### src/rtl/spi_reg_writer_if.sv
// Register bus between the SPI register writer and pwm_peripheral.
// The writer drives five 8-bit configuration registers and a one-cycle commit strobe.
interface spi_reg_writer_if;
    logic [7:0] en_reg_out_7_0;
    logic [7:0] en_reg_out_15_8;
    logic [7:0] en_reg_pwm_7_0;
    logic [7:0] en_reg_pwm_15_8;
    logic [7:0] pwm_duty_cycle;
    logic       wr_strobe;

    modport master (
        output en_reg_out_7_0,
        output en_reg_out_15_8,
        output en_reg_pwm_7_0,
        output en_reg_pwm_15_8,
        output pwm_duty_cycle,
        output wr_strobe
    );

    modport slave (
        input en_reg_out_7_0,
        input en_reg_out_15_8,
        input en_reg_pwm_7_0,
        input en_reg_pwm_15_8,
        input pwm_duty_cycle,
        input wr_strobe
    );
endinterface

### src/rtl/spi_reg_writer.sv
// Write-only SPI mode-0 peripheral: 16-bit frames {wr, addr[6:0], data[7:0]}
// update the pwm_peripheral configuration registers on the closing ncs edge.
module spi_reg_writer #(
    parameter int unsigned SYNC_STAGES = 2,
    parameter logic [6:0]  MAX_ADDR    = 7'h04
) (
    input  logic             clk,
    input  logic             rst_n,
    input  logic             sclk,
    input  logic             copi,
    input  logic             ncs,
    spi_reg_writer_if.master reg_bus
);

    typedef enum logic {
        ST_IDLE,
        ST_SHIFT
    } state_e;

    localparam logic [4:0] CNT_FULL = 5'd16;
    localparam logic [4:0] CNT_SAT  = 5'd17;

    logic [SYNC_STAGES-1:0] sclk_sync_q;
    logic [SYNC_STAGES-1:0] copi_sync_q;
    logic [SYNC_STAGES-1:0] ncs_sync_q;
    logic                   sclk_hist_q;
    logic                   ncs_hist_q;

    // NOTE: every flop here uses a synchronous reset, including the
    // synchronisers; ncs resets high so an idle bus never looks like a frame start.
    always_ff @(posedge clk) begin
        if (!rst_n) begin
            sclk_sync_q <= '0;
            copi_sync_q <= '0;
            ncs_sync_q  <= '1;
            sclk_hist_q <= 1'b0;
            ncs_hist_q  <= 1'b1;
        end else begin
            sclk_sync_q <= {sclk_sync_q[SYNC_STAGES-2:0], sclk};
            copi_sync_q <= {copi_sync_q[SYNC_STAGES-2:0], copi};
            ncs_sync_q  <= {ncs_sync_q[SYNC_STAGES-2:0], ncs};
            sclk_hist_q <= sclk_sync_q[SYNC_STAGES-1];
            ncs_hist_q  <= ncs_sync_q[SYNC_STAGES-1];
        end
    end

    logic sclk_s;
    logic copi_s;
    logic ncs_s;
    logic sclk_rise;
    logic ncs_fall;
    logic ncs_rise;

    assign sclk_s    = sclk_sync_q[SYNC_STAGES-1];
    assign copi_s    = copi_sync_q[SYNC_STAGES-1];
    assign ncs_s     = ncs_sync_q[SYNC_STAGES-1];
    assign sclk_rise = sclk_s & ~sclk_hist_q;
    assign ncs_fall  = ~ncs_s & ncs_hist_q;
    assign ncs_rise  = ncs_s & ~ncs_hist_q;

    state_e      state_q;
    logic [15:0] shift_q;
    logic [4:0]  bit_cnt_q;
    logic [7:0]  en_out_lo_q;
    logic [7:0]  en_out_hi_q;
    logic [7:0]  en_pwm_lo_q;
    logic [7:0]  en_pwm_hi_q;
    logic [7:0]  duty_q;
    logic        wr_strobe_q;

    logic        commit_ok;
    assign commit_ok = (bit_cnt_q == CNT_FULL) && shift_q[15] && (shift_q[14:8] <= MAX_ADDR);

    // NOTE: sequential state is written with non-blocking assignments only, so
    // every branch below sees the values from before this clock edge.
    always_ff @(posedge clk) begin
        if (!rst_n) begin
            state_q     <= ST_IDLE;
            shift_q     <= '0;
            bit_cnt_q   <= '0;
            en_out_lo_q <= '0;
            en_out_hi_q <= '0;
            en_pwm_lo_q <= '0;
            en_pwm_hi_q <= '0;
            duty_q      <= '0;
            wr_strobe_q <= 1'b0;
        end else begin
            wr_strobe_q <= 1'b0;
            if (ncs_fall) begin
                // Arming wins over a coincident sclk rise: the count stays 0.
                state_q   <= ST_SHIFT;
                shift_q   <= '0;
                bit_cnt_q <= '0;
            end else begin
                case (state_q)
                    ST_SHIFT: begin
                        if (ncs_rise) begin
                            state_q <= ST_IDLE;
                            if (commit_ok) begin
                                wr_strobe_q <= 1'b1;
                                case (shift_q[14:8])
                                    7'h00:   en_out_lo_q <= shift_q[7:0];
                                    7'h01:   en_out_hi_q <= shift_q[7:0];
                                    7'h02:   en_pwm_lo_q <= shift_q[7:0];
                                    7'h03:   en_pwm_hi_q <= shift_q[7:0];
                                    7'h04:   duty_q      <= shift_q[7:0];
                                    default: ;
                                endcase
                            end
                        end else if (sclk_rise && !ncs_s) begin
                            shift_q <= {shift_q[14:0], copi_s};
                            if (bit_cnt_q != CNT_SAT) begin
                                bit_cnt_q <= bit_cnt_q + 5'd1;
                            end
                        end
                    end
                    default: ;
                endcase
            end
        end
    end

    assign reg_bus.en_reg_out_7_0  = en_out_lo_q;
    assign reg_bus.en_reg_out_15_8 = en_out_hi_q;
    assign reg_bus.en_reg_pwm_7_0  = en_pwm_lo_q;
    assign reg_bus.en_reg_pwm_15_8 = en_pwm_hi_q;
    assign reg_bus.pwm_duty_cycle  = duty_q;
    assign reg_bus.wr_strobe       = wr_strobe_q;

endmodule

### src/flat_wrapper.sv
// flat-port wrapper written by rule: the top's interface ports become plain ports
module spi_reg_writer_flat 
#(
    parameter int unsigned SYNC_STAGES = 2,
    parameter logic [6:0]  MAX_ADDR    = 7'h04
)
  (clk, rst_n, sclk, copi, ncs, reg_bus_en_reg_out_7_0, reg_bus_en_reg_out_15_8, reg_bus_en_reg_pwm_7_0, reg_bus_en_reg_pwm_15_8, reg_bus_pwm_duty_cycle, reg_bus_wr_strobe);
  spi_reg_writer_if reg_bus_i ();
  input  logic clk;
  input  logic rst_n;
  input  logic sclk;
  input  logic copi;
  input  logic ncs;
  output wire logic [$bits(reg_bus_i.en_reg_out_7_0)-1:0] reg_bus_en_reg_out_7_0;
  output wire logic [$bits(reg_bus_i.en_reg_out_15_8)-1:0] reg_bus_en_reg_out_15_8;
  output wire logic [$bits(reg_bus_i.en_reg_pwm_7_0)-1:0] reg_bus_en_reg_pwm_7_0;
  output wire logic [$bits(reg_bus_i.en_reg_pwm_15_8)-1:0] reg_bus_en_reg_pwm_15_8;
  output wire logic [$bits(reg_bus_i.pwm_duty_cycle)-1:0] reg_bus_pwm_duty_cycle;
  output wire logic [$bits(reg_bus_i.wr_strobe)-1:0] reg_bus_wr_strobe;
  assign reg_bus_en_reg_out_7_0 = reg_bus_i.en_reg_out_7_0;
  assign reg_bus_en_reg_out_15_8 = reg_bus_i.en_reg_out_15_8;
  assign reg_bus_en_reg_pwm_7_0 = reg_bus_i.en_reg_pwm_7_0;
  assign reg_bus_en_reg_pwm_15_8 = reg_bus_i.en_reg_pwm_15_8;
  assign reg_bus_pwm_duty_cycle = reg_bus_i.pwm_duty_cycle;
  assign reg_bus_wr_strobe = reg_bus_i.wr_strobe;
  spi_reg_writer #(.SYNC_STAGES(SYNC_STAGES), .MAX_ADDR(MAX_ADDR)) u_core (.clk(clk), .rst_n(rst_n), .sclk(sclk), .copi(copi), .ncs(ncs), .reg_bus(reg_bus_i));
endmodule
### config.mk
export PLATFORM = sky130hd
export DESIGN_NAME = spi_reg_writer_flat
export DESIGN_NICKNAME = d
export VERILOG_FILES = /design/src/rtl/spi_reg_writer_if.sv /design/src/rtl/spi_reg_writer.sv /design/src/flat_wrapper.sv
export SDC_FILE = /design/constraint.sdc
export NUM_CORES = 1
export LEC_CHECK = 0
export ABC_AREA = 1
export CORE_ASPECT_RATIO = 1.2
export CORE_MARGIN = 1
export CORE_UTILIZATION = 57
export DETAILED_ROUTE_END_ITERATION = 6
export PLACE_DENSITY = 0.84
export SLEW_MARGIN = 20
export SYNTH_ARGS = -nofsm -noshare
export SYNTH_HDL_FRONTEND = slang
export SYNTH_SLANG_ARGS = --single-unit
export TNS_END_PERCENT = 5
### constraint.sdc
create_clock -name clk -period 2.9 [get_ports clk]
set_input_delay 0.435 -clock clk [delete_from_list [all_inputs] [get_ports clk]]
set_output_delay 0.435 -clock clk [all_outputs]
set_load 0.01 [all_outputs]
; ---- Word level (Yosys, flattened, before mapping)
; Index checks and enable logic that the tools add are counted.
; Widths: inputs -> output; s select.
[classes]
reduce_logical = 14
addsub = 1
n_mux = 4
n_lt_le_gt_ge = 1
eq_ne = 6
n_bitwise = 10
[op_table]
columns = op, count
row1 = $reduce_and 5->1, 5
row2 = $eq 7x2->1 const B, 2
row3 = $eq 7x1->1 const B, 1
row4 = $eq 7x3->1 const B, 1
row5 = $le 7x3->1 const B, 1
row6 = $logic_not 7->1, 1
row7 = $not 1->1, 7
row8 = $add 5x1->5 const B, 1
row9 = $eq 5x5->1 const B, 1
row10 = $ne 5x5->1 const B, 1
row11 = $mux 1, 4
row12 = $reduce_and 4->1, 1
row13 = $reduce_or 4->1, 1
row14 = $and 1x1->1, 3
row15 = $logic_and 1x1->1, 3
row16 = $reduce_and 3->1, 1
row17 = $reduce_or 2->1, 1
row18 = $logic_not 1->1, 1
[word_totals]
output_inout_bits = 41
word_cells = 50
regBits = 71
inputBits = 5

; ---- Logic depth before layout (Yosys ltp)
[depth]
depth_word = 5
depth_mapped = 10
ltp_nobuf = 9

; ---- Worst setup path before layout
; No wires, ideal clock.
[synth_timing]
path_type = reg-to-reg
startpoint = reg u_core.bit_cnt_q[0]
endpoint = reg u_core.en_out_hi_q[0] (netlist: u_core.reg_bus.en_reg_out_15_8[0])
stages_incl_launch_ff = 11
path_slack_ps = 1445
arrival_ps = 1343
setup_time_ps = 113
required_ps = 2787
period_less_slack_ps = 1455
n_path_buf = 1
cell_sequence = dfxtp_1 inv_1 ha_1 nand2_2 nor2_4 nand3_2 nor2_4 buf_6 nand3_1 nand2_1 nor2_1
[synth_between]
elab_chain_cells = 4
[synth_lines]
columns = element, line
row1 = from (decl), spi_reg_writer.sv:63  ; logic [4:0] bit_cnt_q;
row2 = from (signal assigned), spi_reg_writer.sv:113  ; bit_cnt_q <= bit_cnt_q + 5'd1;
row3 = $eq 5x5->1, spi_reg_writer.sv:72  ; assign commit_ok = (bit_cnt_q == CNT_FULL) && shift_q[15] && (shift_q[14:8] <= MAX_ADDR);
row4 = $logic_and 1x1->1 (2 in a row), spi_reg_writer.sv:72
row5 = $reduce_and 5->1 (no source line), n/a
row6 = to (signal assigned), spi_reg_writer.sv:103  ; 7'h01: en_out_hi_q <= shift_q[7:0];
row7 = to (decl), spi_reg_writer.sv:65  ; logic [7:0] en_out_hi_q;
; Every way passes these cells.
; A chain may end at the register's enable or synchronous reset.

; ---- Worst setup path in the final report
[layout_timing]
startpoint = reg u_core.bit_cnt_q[0]
endpoint = reg u_core.en_out_hi_q[1] (netlist: u_core.reg_bus.en_reg_out_15_8[1])
; Same word-level chain as after synthesis.

==> metrics.csv <==
stage;metric;value;unit
drt;viasPerCell;5.20;
clocking;postCtsSetupBuffers;0;
timing;slew-limit-headroom;35.1;%
floorplan;core_area;0.00494;mm^2
clocking;cts.repair.resized;0;
critical_path;path_class;reg -> reg;
floorplan;die_height;80.3;um
floorplan;die_area;0.00540;mm^2
status;status;finished clean;
critical_path;critPathCaptureType;flop;
drt;drt_iter0_markers;173;
synthesis;ys_top_cells_by_area;dfxtp_1 49%, nor2_1 13%, nand2_1 7.3%;
timing;tightest_slew;0.971;ns
floorplan;die_w;67.3;um
timing;fmax;521;MHz
timing;fin_tns_setup;0;ns
critical_path;start_kind;flop;
floorplan;start_util;59.0;%
finish;utilization;72.3;%
placed_design;io_buffers;45;
drt;drc;0;
min_path;holdCritPathClass;reg -> reg;
global_route;grt_pass1_vias;2239;
clocking;numCtsBuffers;9;
drt;vias;2557;
power;vdd_drop_max;439;uV
global_route;grt_max_degree;33;
timing;hold_viol_final;0;
timing;finalCritPeriodShare;66.2;%
synthesis;ys_warn_count;0;
timing;setup_viol;0;
finish;nets;435;
synthesis;synth_area;0.00291;mm^2
power;p_leak;1.39;nW
power;p_per_area;489;mW/mm^2
placed_design;dpl.hpwl;4170;um
run;drv_cap;0;
synthesis;ys_ff_latch;71;
critical_path;reg2reg_from;u_core.bit_cnt_q[0];
global_route;overflow;0;
global_route;grt_pass1_wl;9650;um
finish;finalNonFillerCells;492;
finish;n_antenna_cell;0;
clocking;clockRootBuffer;clkbuf_8;
finish;fin_area;0.00357;mm^2
critical_path;critPathArrivalTime;2.16;ns
critical_path;cp_max_fo;32;
placed_design;postPlaceCellArea;0.00339;mm^2
clocking;cts_buffer_depth;2;
synthesis;syn_inst;381;
timing;slew_viol_final;0;
clocking;hold_buffers;0;
synthesis;synth_ff_type;dfxtp_1;
clocking;clock-sinks;71;
finish;drive_gt1_share;10.6;%
placed_design;dpl.cell_count;476;
floorplan;ios;46;
timing;fin_crit;1.92;ns
synthesis;synth.largest_area_cell;dfxtp_1;
synthesis;syn-num-nets;389;
placed_design;place_congestion;0.867;
timing;clock_skew;0.00687;ns
finish;syn2layout_area_growth;22.5;%
drt;antenna_left;0;
clocking;cts_tree;done;
power;total_power;1.75;mW
clocking;htree_levels;3;
global_route;grt_usage;24.3;%
synthesis;async_reset_ff_share;0;%
min_path;hp-start;u_core.copi_sync_q[0];
drt;first_pass_iters;7;
critical_path;crit_required;3.14;ns
drt;finalWirelength;5950;um
timing;rsz0062_at_grt;false;
synthesis;syn_area_per_cell;7.65;um^2
critical_path;critPathLaunch;u_core.bit_cnt_q[0];
synthesis;synth_common_cells;102 x nor2_1, 71 x dfxtp_1, 57 x nand2_1, 41 x nand3_1, 29 x inv_1;
synthesis;synth_most_common_cell;nor2_1;
finish;fillers;402;
synthesis;yosysUniqueCellTypes;27;
synthesis;synth_edf_count;0;
drt;routedWlPerCell;12.1;um
floorplan;placementRows;28;
synthesis;synth_top_area_share;48.8;%
clocking;clock_latency;0.34;ns
global_route;antenna_found_initial;0;
clocking;clkTransAtPathRegs;0.07;ns
synthesis;ys_seq_area_share;48.8;%
## sequential cells by signal, summed over array words and instances (netlist names), 2 cells and up
signal,flops
u_core.shift_q,16
u_core.reg_bus.en_reg_pwm_7_0,8
u_core.reg_bus.en_reg_out_7_0,8
u_core.reg_bus.en_reg_out_15_8,8
u_core.sclk_sync_q,2
u_core.reg_bus.en_reg_pwm_15_8,8
u_core.bit_cnt_q,5
u_core.reg_bus.pwm_duty_cycle,8
u_core.copi_sync_q,2
u_core.ncs_sync_q,2
## stage by stage
step | hold WS [ns] | setup slack, ns
floorplan | 0.390 | 1.44
global placement | 0.393 | 0.839
detailed placement | 0.399 | 0.767
CTS | 0.414 | 0.968
global route | 0.437 | 0.793
finish | 0.415 | 0.981
## power by group
part	internal, mW	switching [mW]
clock	0.354	0.360
sequential	0.980	0.00383
combinational	0.0170	0.0318
## critical path, stage by stage, from the launching register on
cell     delay (ns)
dfxtp_1        0.35
inv_1          0.09
ha_1           0.19
nand2_2        0.07
nor2_4         0.17
nand3_2        0.11
nor2_4         0.49
nand3_1        0.18
nand2_1        0.13
nor2_1         0.04
## cells in the final DEF, fill, tap and decap left out, drive strengths merged
cell	Yosys	routed
nand2	60	60
nand4	2	2
dfxtp	71	71
clkdlybuf4s50	0	45
ha	3	3
clkbuf	6	11
a211oi	15	15
xnor2	1	1
nor3	6	6
or2	2	2
inv	33	33
a21oi	6	6
nor3b	1	1
clkinv	0	2
buf	6	2
nor2	112	112
o21ai	11	11
clkinvlp	0	3
nand3b	1	1
nand3	45	45
## logic make-up after synthesis
group,synth area share (%)
DFF,48.8
xor gates and xnor gates,0.301
AOI/OAI and AO/OA,6.78
and+or+nand+nor,36.2
buffers and inverters,6.61
adders and majority gates,1.29
## cell type report
cell class,instances,area [um^2],share of cell area [%]
Tap cell,60,75.1,2.10
Clock buffer,11,151,4.24
Inverter,33,124,3.47
Multi-Input combinational cell,265,1300,36.4
Clock inverter,5,32.5,0.911
Timing Repair Buffer,47,465,13.0
Sequential cell,71,1420,39.8
## routing by layer
layer	up-vias	global-route usage [%]	part of all wire, %
met1	1150	27.7	43
li1	1309	-	-
met5	-	0	0
met3	17	5.97	4.9
met2	81	40.7	49
met4	0	13.2	3.4
## worst paths after layout
path	cells past startpoint	slack, ns	endpoint
worst max-delay path	9	0.98	u_core.reg_bus.en_reg_out_15_8[1]
worst min-delay path	2	0.41	u_core.copi_sync_q[1]
worst max register to register	9	0.98	u_core.reg_bus.en_reg_out_15_8[1]
worst min register to register	2	0.41	u_core.copi_sync_q[1]
(Power assumes the default switching activity.)
